--- config.mk ---
export PLATFORM = sky130hd
export DESIGN_NAME = enemy_bullet_pool
export DESIGN_NICKNAME = d
export VERILOG_FILES = /design/src/rtl/enemy_bullet_pkg.sv /design/src/rtl/enemy_bullet_slot.sv /design/src/rtl/enemy_bullet_pool.sv
export SDC_FILE = /design/constraint.sdc
export NUM_CORES = 1
export LEC_CHECK = 0
export CAP_MARGIN = 20
export CORE_MARGIN = 4
export CORE_UTILIZATION = 57
export CTS_CLUSTER_SIZE = 25
export DETAILED_ROUTE_END_ITERATION = 8
export PLACE_DENSITY_LB_ADDON = 0.08
export SYNTH_ARGS = -nofsm -noshare
export SYNTH_HDL_FRONTEND = slang
export SYNTH_HIERARCHICAL = 1
export SYNTH_SLANG_ARGS = --single-unit
--- constraint.sdc ---
create_clock -name clk -period 3.2 [get_ports clk]
set_input_delay 0.64 -clock clk [delete_from_list [all_inputs] [get_ports clk]]
set_output_delay 0.64 -clock clk [all_outputs]
set_load 0.02 [all_outputs]
--- src/rtl/enemy_bullet_pkg.sv ---
`default_nettype none
// ============================================================================
// Module   : enemy_bullet_pkg
// Purpose  : Shared constants and helpers for the enemy bullet pool.
//            COORD_W    - width of a screen coordinate
//            SCREEN_W/H - visible VGA area
//            DEFAULT_COLOR - bullet colour used when none is given
// Revision : 1.0 - initial release
// ============================================================================
package enemy_bullet_pkg;

  localparam int          COORD_W       = 10;
  localparam int          SCREEN_W      = 640;
  localparam int          SCREEN_H      = 480;
  localparam logic [11:0] DEFAULT_COLOR = 12'hFFF;

  // Index width for a slot count; a single slot still gets a 1-bit index
  // so that no port collapses to zero width.
  function automatic int idx_w(input int n);
    return (n > 1) ? $clog2(n) : 1;
  endfunction

endpackage
`default_nettype wire

--- src/rtl/enemy_bullet_slot.sv ---
`default_nettype none
// ============================================================================
// Module   : enemy_bullet_slot
// Purpose  : One bullet slot: holds live flag and position, applies spawn,
//            downward movement, off-screen retirement and hit clearing, and
//            reports whether the current scan pixel lies inside the bullet.
// Ports    : clk, rst          - clock, synchronous active-low reset
//            i_tick            - game-step strobe
//            i_spawn           - load spawn position on this tick
//            i_spawn_x/y       - spawn position
//            i_hit             - clear the slot (independent of tick)
//            i_x, i_y          - VGA scan pixel
//            o_active, o_x/o_y - slot state
//            o_pix_hit         - scan pixel inside this live bullet
// Revision : 1.0 - initial release
// ============================================================================
module enemy_bullet_slot
  import enemy_bullet_pkg::*;
#(
  parameter int SPEED = 1,
  parameter int BW    = 10,
  parameter int BH    = 40
) (
  input  logic               clk,
  input  logic               rst,
  input  logic               i_tick,
  input  logic               i_spawn,
  input  logic [COORD_W-1:0] i_spawn_x,
  input  logic [COORD_W-1:0] i_spawn_y,
  input  logic               i_hit,
  input  logic [COORD_W-1:0] i_x,
  input  logic [COORD_W-1:0] i_y,
  output logic               o_active,
  output logic [COORD_W-1:0] o_x,
  output logic [COORD_W-1:0] o_y,
  output logic               o_pix_hit
);

  localparam int WW = COORD_W + 1;

  logic               r_active;
  logic [COORD_W-1:0] r_x;
  logic [COORD_W-1:0] r_y;

  logic [WW-1:0] w_next_y;
  logic [WW-1:0] w_x11;
  logic [WW-1:0] w_y11;
  logic [WW-1:0] w_bx11;
  logic [WW-1:0] w_by11;

  // Movement is evaluated one bit wider so a bullet near the bottom edge
  // retires instead of wrapping back to the top.
  assign w_next_y = {1'b0, r_y} + WW'(SPEED);

  always_ff @(posedge clk) begin
    if (!rst) begin
      r_active <= 1'b0;
      r_x      <= '0;
      r_y      <= '0;
    end else if (i_hit) begin
      // Hit wins over movement; position is left as-is.
      r_active <= 1'b0;
    end else if (i_tick) begin
      if (i_spawn) begin
        r_active <= 1'b1;
        r_x      <= i_spawn_x;
        r_y      <= i_spawn_y;
      end else if (r_active) begin
        if (w_next_y > WW'(SCREEN_H - 1)) begin
          r_active <= 1'b0;
        end else begin
          r_y <= w_next_y[COORD_W-1:0];
        end
      end
    end
  end

  assign w_x11  = {1'b0, i_x};
  assign w_y11  = {1'b0, i_y};
  assign w_bx11 = {1'b0, r_x};
  assign w_by11 = {1'b0, r_y};

  assign o_pix_hit = r_active
                   && (w_x11 >= w_bx11) && (w_x11 < w_bx11 + WW'(BW))
                   && (w_y11 >= w_by11) && (w_y11 < w_by11 + WW'(BH));

  assign o_active = r_active;
  assign o_x      = r_x;
  assign o_y      = r_y;

endmodule
`default_nettype wire

--- src/rtl/enemy_bullet_pool.sv ---
`default_nettype none
// ============================================================================
// Module   : enemy_bullet_pool
// Purpose  : Pool of NUM_SLOTS enemy bullets. A fire counter advancing on
//            each tick schedules shots from the enemy plane into the lowest
//            free slot; bullets fall at SPEED per tick, retire at the bottom
//            of the screen or when hit, and are rendered onto the VGA scan.
// Ports    : clk, rst              - clock, synchronous active-low reset
//            tick                  - one-cycle game-step strobe
//            ep_x, ep_y            - enemy plane top-left
//            enemyplane_exist      - enemy plane alive
//            hit_valid, hit_idx    - collision report for one slot
//            x, y                  - VGA scan pixel
//            active                - per-slot live mask
//            eb_x, eb_y            - packed slot positions (slot 0 in LSBs)
//            pix_en/pix_idx/pix_rgb- registered pixel hit, slot, colour
//            fire, drop            - spawn pulse / shot lost to full pool
// Revision : 1.0 - initial release
// ============================================================================
module enemy_bullet_pool
  import enemy_bullet_pkg::*;
#(
  parameter int          NUM_SLOTS   = 4,
  parameter int          FIRE_PERIOD = 480,
  parameter int          SPEED       = 1,
  parameter int          BW          = 10,
  parameter int          BH          = 40,
  parameter int          X_OFF       = 23,
  parameter int          Y_OFF       = 40,
  parameter logic [11:0] COLOR       = DEFAULT_COLOR
) (
  input  logic                           clk,
  input  logic                           rst,
  input  logic                           tick,
  input  logic [COORD_W-1:0]             ep_x,
  input  logic [COORD_W-1:0]             ep_y,
  input  logic                           enemyplane_exist,
  input  logic                           hit_valid,
  input  logic [idx_w(NUM_SLOTS)-1:0]    hit_idx,
  input  logic [COORD_W-1:0]             x,
  input  logic [COORD_W-1:0]             y,
  output logic [NUM_SLOTS-1:0]           active,
  output logic [NUM_SLOTS*COORD_W-1:0]   eb_x,
  output logic [NUM_SLOTS*COORD_W-1:0]   eb_y,
  output logic                           pix_en,
  output logic [idx_w(NUM_SLOTS)-1:0]    pix_idx,
  output logic [11:0]                    pix_rgb,
  output logic                           fire,
  output logic                           drop
);

  localparam int              IDX_W       = idx_w(NUM_SLOTS);
  localparam int              CNT_W       = 10;
  localparam int              WW          = COORD_W + 1;
  localparam logic [CNT_W-1:0] C_FIRE_LAST = CNT_W'(FIRE_PERIOD - 1);

  logic [CNT_W-1:0]     r_cnt;
  logic                 r_fire;
  logic                 r_drop;
  logic                 r_pix_en;
  logic [IDX_W-1:0]     r_pix_idx;
  logic [11:0]          r_pix_rgb;

  logic [NUM_SLOTS-1:0] w_active;
  logic [NUM_SLOTS-1:0] w_pix_hit;
  logic                 w_due;
  logic [WW-1:0]        w_spawn_y11;
  logic [COORD_W-1:0]   w_spawn_x;
  logic                 w_y_ok;
  logic                 w_shot_ok;
  logic                 w_spawn_ok;
  logic                 w_free_any;
  logic [IDX_W-1:0]     w_free_idx;
  logic                 w_pix_any;
  logic [IDX_W-1:0]     w_pix_sel;

  // --------------------------------------------------------------------------
  // Fire scheduling
  // --------------------------------------------------------------------------
  assign w_due       = tick && (r_cnt == C_FIRE_LAST);
  assign w_spawn_y11 = {1'b0, ep_y} + WW'(Y_OFF);
  assign w_spawn_x   = ep_x + COORD_W'(X_OFF);
  assign w_y_ok      = (w_spawn_y11 < WW'(SCREEN_H));
  assign w_shot_ok   = w_due && enemyplane_exist && w_y_ok;
  assign w_spawn_ok  = w_shot_ok && w_free_any;

  always_ff @(posedge clk) begin
    if (!rst) begin
      r_cnt <= '0;
    end else if (tick) begin
      r_cnt <= (r_cnt == C_FIRE_LAST) ? '0 : r_cnt + CNT_W'(1);
    end
  end

  // Lowest-index free slot. A slot being cleared by a hit this cycle is
  // still active here, so it only becomes eligible on the next cycle.
  always_comb begin
    w_free_any = 1'b0;
    w_free_idx = '0;
    for (int i = NUM_SLOTS - 1; i >= 0; i--) begin
      if (!w_active[i]) begin
        w_free_any = 1'b1;
        w_free_idx = IDX_W'(i);
      end
    end
  end

  // --------------------------------------------------------------------------
  // Slots
  // --------------------------------------------------------------------------
  for (genvar gi = 0; gi < NUM_SLOTS; gi++) begin : g_slot
    logic w_spawn_i;
    logic w_hit_i;

    assign w_spawn_i = w_spawn_ok && (w_free_idx == IDX_W'(gi));
    // Out-of-range indices never match, and hits on idle slots are dropped.
    assign w_hit_i   = hit_valid && (hit_idx == IDX_W'(gi)) && w_active[gi];

    enemy_bullet_slot #(
      .SPEED (SPEED),
      .BW    (BW),
      .BH    (BH)
    ) u_slot (
      .clk       (clk),
      .rst       (rst),
      .i_tick    (tick),
      .i_spawn   (w_spawn_i),
      .i_spawn_x (w_spawn_x),
      .i_spawn_y (w_spawn_y11[COORD_W-1:0]),
      .i_hit     (w_hit_i),
      .i_x       (x),
      .i_y       (y),
      .o_active  (w_active[gi]),
      .o_x       (eb_x[gi*COORD_W +: COORD_W]),
      .o_y       (eb_y[gi*COORD_W +: COORD_W]),
      .o_pix_hit (w_pix_hit[gi])
    );
  end

  // --------------------------------------------------------------------------
  // Pixel output: lowest-index overlapping bullet, one cycle of latency
  // --------------------------------------------------------------------------
  always_comb begin
    w_pix_any = 1'b0;
    w_pix_sel = '0;
    for (int i = NUM_SLOTS - 1; i >= 0; i--) begin
      if (w_pix_hit[i]) begin
        w_pix_any = 1'b1;
        w_pix_sel = IDX_W'(i);
      end
    end
  end

  always_ff @(posedge clk) begin
    if (!rst) begin
      r_pix_en  <= 1'b0;
      r_pix_idx <= '0;
      r_pix_rgb <= '0;
      r_fire    <= 1'b0;
      r_drop    <= 1'b0;
    end else begin
      r_pix_en  <= w_pix_any;
      r_pix_idx <= w_pix_sel;
      r_pix_rgb <= w_pix_any ? COLOR : 12'h000;
      r_fire    <= w_spawn_ok;
      r_drop    <= w_shot_ok && !w_free_any;
    end
  end

  assign active  = w_active;
  assign pix_en  = r_pix_en;
  assign pix_idx = r_pix_idx;
  assign pix_rgb = r_pix_rgb;
  assign fire    = r_fire;
  assign drop    = r_drop;

endmodule
`default_nettype wire
==> results.md <==
- Crit end category: flip-flop
- Crit start category: flip-flop
- Die Ht: 141 um
- Root buffer cell: clkbuf_16
- Via count: 10177
- Die area: between 15000 and 20000 um^2
- Crit. Startpoint: g_slot[2].u_slot/o_y[7]
- Initial Util: roughly three fifths
- RSZ-0062 raised after global routing: false
- Global-route wire length before repair: 48.4 mm
- GR peak layer: met2
- Post-synthesis simple-gate area fraction: 19.7%
- Core Util, Final: between 70% and 80%
- Syn_nets: 1500
- Vias per cell: 5.99
- Maximum VDD drop: about 0.00020 V
- Synth Area in Adders: 20.1%
- Min-delay src: g_slot[2].u_slot/o_x[5]
- CTS tree: built
- Cell row count: 48
- Post-Place Worst Slack: -0.00696 ns
- WL/cell: 17.8 um
- Worst slew pin tran: 0.674 ns
- Gate Count Post-Synth: approximately 1300
- FMAX: 0.339 GHz
- Post-route ant nets: 0
- DRC violations left: 0
- Synth top cells by count: ha_1 (163), nand2_1 (161), inv_1 (121), a21oi_1 (104), dfxtp_1 (99)
- FF-to-FF Start: g_slot[2].u_slot/o_y[7]
- Clock power frac: 40.0%
- Placed instance area: 12100 um^2
- Critical path class: reg2reg
- Avg Synthesized Cell Area: 7.86 um^2
- Port Buffers: between 100 and 150
- Final worst slack: 0.251 ns
- Largest net degree at the start of global routing: 35
- Mux contribution to synthesized area: 0.889%
- Library cells used by synthesis: between 50 and 60
- H-tree depth: 3
- Hold Crit Class: reg2reg
- Logic pwr share: around 17%
- First drt pass iteration count: 5
- Fillers: ~1500
- CTS clk-pin slew, worst paths: 0.07 ns
- RePlAce Congestion: between 0.9 and 1
- Iter 0 DRT Violations: 953
- Setup Skew: 0.0110 ns
- Clock Sink Count: slightly below 100
- Slowest CP cell: dfxtp_1
- Final Hold Viols: 0
- Arrival @ worst endpoint: approximately 3.2 ns
- Post-Synth XOR/XNOR Area: between 7 and 8%
- Number of global-route vias before repair: approximately 9600
- EDFF count, synth: 0
- Period utilization: around 92%
- Diode count: 0
- Critical-path cell list: nand2_1 -> nor2_1 -> o21ai_0 -> xnor2_1 -> ha_1 -> or3_1 -> a221oi_1 -> a221oi_1 -> nor3_1 -> buf_4 -> nor2_1 -> buf_4 -> a21oi_1
- FF+latch count, synth: 99
- Psw: 0.000816 W
- All-Layer GR Usage: just under 30%
- Total Wirelength: 30.3 mm
- Fin nets: 1679
- Switching Fraction: 28.3%
- Synth Warn #: 6
- Peak fanout along the critical path: 9
- Critical Path RT: ~3.5 ns
- Seq/Total Area, Yosys: 19.6%
- Post-CTS Setup Repair Bufs: 0
- Period minus WS final: 2.95 ns
- MaxCap Viol Count: 0
- GR Util met2: 47.3%
- Antenna violations before repair: 0
- Seq pwr share: 42.9%
- Status: complete, no violations
- Hold buffers post-CTS: 0
- Ys async rst share: 0%
- Most common cell in the netlist: ha_1
- Final instance area: between 10000 and 15000 um^2
- Final setup fails: 0
- Power Density: 232 nW/um^2
- Layout cells sized above 1: 9.97%
- Num CTS Buffers: 9
- Compound-Gate Fraction of Synth Area: 23.5%
- M3 GR Usage: 3.13%
- Leakage: approximately 4.5 nW
- Largest family of logic cells by synthesized area: compound AO/OA/AOI/OAI gates
- CTS max path bufs: 2
- Top_reg_cell synth: dfxtp_1
- Dominant cell type by area after synthesis: ha_1
- Area contributors post-synth: ha_1 (20%), dfxtp_1 (20%), nand2_1 (6.0%)
- Met1 Use GR: a little over two fifths
- Core box area: 17400 um^2
- Die Span X: between 100 and 150 um
- Top-area cell type share of the netlist area: 20.1%
- Int Power: 0.00207 W
- Worst skew pair latency: 0.36 ns
- Synth Cell Area: 10100 um^2
- Hpwl dp: 23.9 mm
- Post_cts resized: 0
- GRT overflow: 0
- Relative slew slack: approximately 55%
- Io pins: 148
- Max incr delay on CP: 0.49 ns
- Syn-to-layout area delta: 22.8%
- Final number of max-transition violations: 0
==> cell families after synthesis <==
| kind of cell | after synthesis |
|---|---|
| simple gates | 398 |
| compound gates | 348 |
| buf+inv | 191 |
| fa+ha+maj | 163 |
| flops | 99 |
| xor+xnor | 82 |
| mux | 9 |
==> flip-flops by register name, indices dropped and copies added, names as in the netlist <==
signal	flops
g_slot.u_slot/o_y	40
g_slot.u_slot/o_x	40
pix_idx	2
r_cnt	10
fire	1
drop	1
g_slot.u_slot/o_active	4
pix_rgb	1
==> power by group through the flow <==
stage | Clock, W | Sequential, W | Combinational [W]
after global routing | 0.00120 | 0.00124 | 0.000544
after global placement | 0 | 0.00127 | 0.000474
after detailed placement | 0 | 0.00127 | 0.000484
after floorplan | 0 | 0.00126 | 0.000235
final | 0.00115 | 0.00124 | 0.000494
after CTS | 0.00116 | 0.00124 | 0.000487
==> worst paths after layout <==
kind	end	slack (ns)	cells past startpoint
min reg2reg	g_slot[2].u_slot/o_x[5]	0.49	2
max	pix_rgb[10]	0.25	13
max reg2reg	pix_rgb[10]	0.25	13
min	g_slot[2].u_slot/o_x[5]	0.49	2
==> metal layers <==
metal	vias to the layer above	share of wire, %
li1	5013	-
met1	4712	46
met2	401	45
met3	51	6.5
met4	0	2.5
met5	-	0
==> final cells by class <==
cell class                      count  area, um^2  share of cell area, %
Multi-Input combinational cell   1000        7250                   58.2
Clock buffer                        9         225                   1.81
Tap cell                          225         282                   2.26
Timing Repair Buffer              238        2170                   17.5
Sequential cell                    99        1980                   15.9
Clock inverter                      7        81.3                  0.653
Inverter                          121         454                   3.65
==> worst max-delay path: cells and delay by family (launching register included) <==
kind,cells,cell delay (ns)
compound gates,4,0.70
xor+xnor,1,0.15
fa+ha+maj,1,0.19
buf+inv,2,0.29
flops,1,0.49
simple gates,5,1.06
==> per-stage QoR <==
stage	TNS (ns)	power [W]	hold WS [ns]	cells
after floorplan	0	0.00150	0.477	1290
after global placement	0	0.00174	0.468	1683
after detailed placement	-0.00696	0.00175	0.478	1683
after CTS	0	0.00288	0.487	1699
after global routing	0	0.00298	0.514	1699
final	0	0.00288	0.488	1699
==> layout by cell type, fill, tap and decap left out, types with 5 or more instances in the layout <==
cell             count
nor2_1              60
dfxtp_1             99
xnor2_1             66
buf_4               89
o31ai_1             28
clkbuf_16            9
nand4_1             20
or3_1                8
nor4_1              10
a221oi_1             8
and4_1              10
nand3_1             15
o21ai_0             67
xor2_1              16
ha_1               163
mux2i_1              9
clkdlybuf4s50_1    146
a21o_1              20
and3_1               5
o2111ai_1           50
inv_1              121
nand2b_1            21
o211ai_1            16
a211oi_1            12
a21oi_1            104
nand2_1            161
nor2b_1             17
o21bai_1             5
nor3_1              44
Note: power is estimated with default switching activity, not from simulation.
